File: src/rtl/alu_issue_ctrl.sv
`default_nettype none
// ============================================================================
//  Module      : alu_issue_ctrl
//  Description : Issue controller for a registered ALU. Accepts one operation
//                at a time, latches and decodes its operands, strobes the ALU,
//                captures the registered result and holds it until the
//                downstream consumer takes it.
//                Optional feature macro: ALU_ISSUE_IMM_EN enables the
//                sign-extended 12-bit immediate as operand 2.
//  Revision    : 1.0 - initial release
// ============================================================================
module alu_issue_ctrl (
    input  logic        soc_clk,
    input  logic        reset,
    // upstream operation handshake
    input  logic        in_valid,
    output logic        in_ready,
    input  logic [31:0] in_rs1,
    input  logic [31:0] in_rs2,
    input  logic [11:0] in_imm,
    input  logic        in_imm_sel,
    input  logic [2:0]  in_funct3,
    input  logic        in_funct7b5,
    // ALU side
    output logic [31:0] ALU_dat1,
    output logic [31:0] ALU_dat2,
    output logic [2:0]  ALU_opcode,
    output logic [3:0]  decryptedOP,
    output logic        dat_ready,
    input  logic [31:0] alu_result,
    input  logic        alu_overflow,
    input  logic        alu_zero,
    // downstream result handshake
    output logic        res_valid,
    input  logic        res_ready,
    output logic [31:0] res_data,
    output logic        res_overflow,
    output logic        res_zero,
    output logic        busy
);

    typedef enum logic [1:0] {
        S_IDLE    = 2'd0,
        S_ISSUE   = 2'd1,
        S_CAPTURE = 2'd2,
        S_RESP    = 2'd3
    } state_t;

    state_t      r_state;
    logic [31:0] w_op2;
    logic        w_sub_sel;
    logic [3:0]  w_decoded;

`ifdef ALU_ISSUE_IMM_EN
    // Immediate path: an immediate-form ADD never becomes SUB.
    always_comb begin
        w_op2     = in_imm_sel ? {{20{in_imm[11]}}, in_imm} : in_rs2;
        w_sub_sel = in_funct7b5 & ~in_imm_sel;
    end
`else
    // Immediate inputs are unused in this build; fold them into a sink.
    logic w_unused_imm;
    assign w_unused_imm = ^{in_imm, in_imm_sel};

    // Register-only path: operand 2 is always rs2.
    always_comb begin
        w_op2     = in_rs2;
        w_sub_sel = in_funct7b5;
    end
`endif

    // Map funct3 (plus modifiers) onto the ALU's internal op encoding.
    always_comb begin
        w_decoded = 4'd0;
        case (in_funct3)
            3'b000:  w_decoded = w_sub_sel ? 4'd7 : 4'd6;
            3'b001:  w_decoded = 4'd1;
            3'b010:  w_decoded = 4'd2;
            3'b011:  w_decoded = 4'd3;
            3'b100:  w_decoded = 4'd4;
            3'b101:  w_decoded = in_funct7b5 ? 4'd9 : 4'd8;
            3'b110:  w_decoded = 4'd5;
            default: w_decoded = 4'd0;
        endcase
    end

    // Issue FSM; every output is a register updated alongside the state.
    always_ff @(posedge soc_clk) begin
        if (reset) begin
            r_state      <= S_IDLE;
            in_ready     <= 1'b1;
            dat_ready    <= 1'b0;
            res_valid    <= 1'b0;
            busy         <= 1'b0;
            ALU_dat1     <= 32'd0;
            ALU_dat2     <= 32'd0;
            ALU_opcode   <= 3'd0;
            decryptedOP  <= 4'd0;
            res_data     <= 32'd0;
            res_overflow <= 1'b0;
            res_zero     <= 1'b0;
        end else begin
            case (r_state)
                S_IDLE: begin
                    if (in_valid && in_ready) begin
                        ALU_dat1    <= in_rs1;
                        ALU_dat2    <= w_op2;
                        ALU_opcode  <= in_funct3;
                        decryptedOP <= w_decoded;
                        in_ready    <= 1'b0;
                        busy        <= 1'b1;
                        dat_ready   <= 1'b1;
                        r_state     <= S_ISSUE;
                    end
                end
                S_ISSUE: begin
                    // the ALU samples its operands during the single ISSUE cycle
                    dat_ready <= 1'b0;
                    r_state   <= S_CAPTURE;
                end
                S_CAPTURE: begin
                    res_data     <= alu_result;
                    res_overflow <= alu_overflow;
                    res_zero     <= alu_zero;
                    res_valid    <= 1'b1;
                    r_state      <= S_RESP;
                end
                S_RESP: begin
                    if (res_ready) begin
                        res_valid <= 1'b0;
                        in_ready  <= 1'b1;
                        busy      <= 1'b0;
                        r_state   <= S_IDLE;
                    end
                end
                default: begin
                    r_state   <= S_IDLE;
                    in_ready  <= 1'b1;
                    dat_ready <= 1'b0;
                    res_valid <= 1'b0;
                    busy      <= 1'b0;
                end
            endcase
        end
    end

endmodule
`default_nettype wire

File: config.mk
export PLATFORM = sky130hd
export DESIGN_NAME = alu_issue_ctrl
export DESIGN_NICKNAME = d
export VERILOG_FILES = /design/src/rtl/alu_issue_ctrl.sv
export SDC_FILE = /design/constraint.sdc
export NUM_CORES = 1
export LEC_CHECK = 0
export ABC_CLOCK_PERIOD_IN_PS = 1900
export BUFFER_PORTS_ARGS = -buffer_cell sky130_fd_sc_hd__buf_4
export CELL_PAD_IN_SITES_DETAIL_PLACEMENT = 1
export CELL_PAD_IN_SITES_GLOBAL_PLACEMENT = 1
export CORE_MARGIN = 3
export CORE_UTILIZATION = 24
export DETAILED_ROUTE_END_ITERATION = 6
export PLACE_DENSITY_LB_ADDON = 0.1
export SETUP_SLACK_MARGIN = 0.15
export SLEW_MARGIN = 10
export SYNTH_ARGS = -nofsm -noshare
export SYNTH_HDL_FRONTEND = slang
export SYNTH_SLANG_ARGS = --single-unit
export TNS_END_PERCENT = 100
File: constraint.sdc
create_clock -name soc_clk -period 1.9 [get_ports soc_clk]
set_input_delay 0.38 -clock soc_clk [delete_from_list [all_inputs] [get_ports soc_clk]]
set_output_delay 0.38 -clock soc_clk [all_outputs]
set_load 0.02 [all_outputs]
==> impl_metrics.env <==
export IMPL_ir_drop_mv=0.457
export IMPL_num_antenna_cells=0
export IMPL_maxCapViolCount=0
export IMPL_rsz0062_at_grt="false"
export IMPL_p_int_mw=5.10
export IMPL_cts_tree="built"
export IMPL_postCtsHoldBufs=0
export IMPL_min_path_type="input pin to register"
export IMPL_fill_cells=1907
export IMPL_cp_arrival_ns=1.85
export IMPL_dp_cells=871
export IMPL_ys_ff_latch=111
export IMPL_drc=0
export IMPL_layout_common_cells="buf_4, nand2_1, dfxtp_1"
export IMPL_synth_top_family_by_area="simple AND/OR/NAND/NOR gates"
export IMPL_p_sw_mw=2.65
export IMPL_antenna_found_initial=0
export IMPL_synth_avg_cell_area_um2=8.63
export IMPL_clk_pin_slew_ns=0.07
export IMPL_crit_chain="inv_1 > ha_2 > a21boi_1 > or4b_1 > o31ai_1"
export IMPL_grt_overflow=0
export IMPL_synth_area_leaders="dfxtp_1, nand2_1, a21oi_1"
export IMPL_r2r_slack_ns=0.30
export IMPL_cpLargestDelayFamily="simple AND/OR/NAND/NOR gates"
export IMPL_vias_per_cell=4.33
export IMPL_synth_xor_area_share_pct=0
export IMPL_dp_hpwl_um=9750
export IMPL_cp_slowest_cell="or4b_1"
export IMPL_routed_wl_um=13100
export IMPL_finalSetupTns_ns=0
export IMPL_wl_per_cell_um=14.7
export IMPL_die_w_um=135
export IMPL_ant_nets=0
export IMPL_hold_violations=0
export IMPL_ys_seq_area_share_pct=55.7
export IMPL_cp_slowest_stage_delay_ns=0.52
export IMPL_critPathMaxFanout=6
export IMPL_clock_skew_final_ns=0.00431
export IMPL_fmax_ghz=0.624
export IMPL_synth_compound_area_share_pct=11.2
export IMPL_critPathCaptureType="register"
export IMPL_grt_pass1_vias=3996
export IMPL_required_ns=2.15
export IMPL_drtPass1Iterations=4
export IMPL_grt_max_degree=53
export IMPL_first_iter_violations=88
export IMPL_p_leak_nw=2.68
export IMPL_cellPowerDensity_mw_per_mm2=1260
export IMPL_worst_slew_pin_slew_ns=0.361
export IMPL_cts_buffer_depth=2
export IMPL_die_h_um=135
export IMPL_synthesis_nets=586
export IMPL_nNetsFinal=790
export IMPL_final_common_cell="buf_4"
export IMPL_seq_power_share_pct=38.4
export IMPL_synth_fa_ha_area_share_pct=1.57
export IMPL_status="completed"
export IMPL_gp_congestion=0.731
export IMPL_finalCritPeriodShare_pct=84.4
export IMPL_min_period_ns=1.60
export IMPL_synth_mux_area_share_pct=8.79
export IMPL_dieArea_mm2=0.0182
export IMPL_multi_input_area_mm2=0.00162
export IMPL_num_vias=3836
export IMPL_rows=46
export IMPL_pin_count=228
export IMPL_critPathKind="register to register"
export IMPL_cts_made_buffers=9
export IMPL_area_delta_synth_final_pct=54.2
export IMPL_numClockSinks=111
export IMPL_postCtsSetupBuffers=0
export IMPL_synth_cell_type_count=26
export IMPL_drive_gt1_share_pct=36.1
export IMPL_synth_cells=462
export IMPL_setup_viol=0
export IMPL_swShare_pct=34.2
export IMPL_ff_latch_area_mm2=0.00222
export IMPL_grt_usage_pct=14.0
export IMPL_synth_top_area_cell="dfxtp_1"
export IMPL_grt_pass1_wl_um=20500
export IMPL_synthSimpleGateAreaFrac_pct=18.8
export IMPL_relSlewSlack_pct=75.9
export IMPL_power_frac_clock_pct=26.0
export IMPL_synth_top_area_share_pct=55.7
export IMPL_crit_buf_inv=1
export IMPL_initial_core_util_pct=24.8
export IMPL_final_cells=886
export IMPL_cts_root_buffer="clkbuf_16"
export IMPL_syn_area_mm2=0.00399
export IMPL_ys_warn_count=0
export IMPL_cp_start_kind="register"
export IMPL_port_buffers=214
export IMPL_final_max_slew_viol_count=0
export IMPL_htreeDepth=3
export IMPL_p_comb_share_pct=35.6
export IMPL_clock_latency_ns=0.34
export IMPL_core_mm2=0.0161
==> through the flow <==
step	total power [mW]	util [%]	worst slack, ns	hold slack (ns)	area, um2
2_1_floorplan	4.64	-	0.408	0.516	3990
3_3_place_gp	5.75	36.3	0.309	0.444	5830
3_5_place_dp	5.86	36.3	0.240	0.449	5830
4_1_cts	7.91	38.3	0.202	0.248	6150
5_1_grt	8.27	38.3	0.155	0.263	6150
6_report	7.75	38.3	0.297	0.266	6150
==> tightest hold or removal path, delay by kind of cell <==
kind	cells	cell delay (ns)
buffers and inverters	1	0.08
and+or+nand+nor	1	0.07
muxes	1	0.05
==> cell type report <==
type / count / share of cell area, %
clock inverter: 4 / 1.14
clock buffer: 11 / 3.95
inverter: 6 / 0.366
multi-input combinational: 314 / 26.3
timing repair buffer: 224 / 27.8
tap: 216 / 4.39
sequential: 111 / 36.1
==> flip-flops by register name (all words and copies together), names as in the netlist <==
| signal | cells |
|---|---|
| res_zero | 1 |
| res_data | 32 |
| r_state | 2 |
| in_ready | 1 |
| ALU_dat2 | 32 |
| dat_ready | 1 |
| res_overflow | 1 |
| ALU_opcode | 3 |
| decryptedOP | 4 |
| ALU_dat1 | 32 |
| res_valid | 1 |
| busy | 1 |
==> synth_stat cells <==
master	instances
or3_1	1
nor2_1	38
or4_1	1
a211oi_1	3
a211o_1	1
a21oi_1	74
inv_1	6
nand3_2	1
nand4b_1	1
dfxtp_1	111
buf_1	1
nor2b_1	4
buf_4	1
or4b_1	1
buf_2	11
nand2_1	141
o21ai_0	1
a21boi_1	1
o21bai_1	1
o31ai_1	2
clkbuf_1	18
o32ai_1	1
mux2i_1	35
and3_1	1
ha_1	5
nand3_1	1
==> metal layers <==
metal	part of all wire, %	GRT usage, %
met5	0	0
met4	1.9	5.43
met3	7.7	4.73
met2	49	24.1
met1	41	16.1
==> logic make-up after synthesis <==
| group | count (synthesis) |
|---|---|
| AND/OR/NAND/NOR | 190 |
| flip-flops | 111 |
| AO/OA/AOI/OAI | 84 |
| buffers and inverters | 37 |
| multiplexers | 35 |
| adder cells (fa/ha/maj) | 5 |
==> power groups by stage <==
stage / registers (mW) / logic, mW / clock network, mW
3_3_place_gp: 3.01 / 2.74 / 0
5_1_grt: 3.03 / 3.04 / 2.20
2_1_floorplan: 3.49 / 1.15 / 0
3_5_place_dp: 3.03 / 2.83 / 0
6_report: 2.98 / 2.76 / 2.01
4_1_cts: 2.98 / 2.83 / 2.10
==> final timing paths <==
check	start	endpoint	cells after the start
worst max-delay path	r_state[0]$_SDFFE_PP0P_	r_state[1]$_SDFFE_PP0P_	5
worst min register to register	decryptedOP[2]$_SDFFE_PP0P_	decryptedOP[2]$_SDFFE_PP0P_	2
worst max register to register	r_state[0]$_SDFFE_PP0P_	r_state[1]$_SDFFE_PP0P_	5
worst min-delay path	alu_result[5]	res_data[5]$_SDFFE_PP0P_	3
==> repair_timing <==
item                       4_1_cts  5_1_grt
hold endpoints to repair         0        0
setup endpoints to repair        0       44
gates resized for setup          0        1
Power figures use the tool's default switching activity.
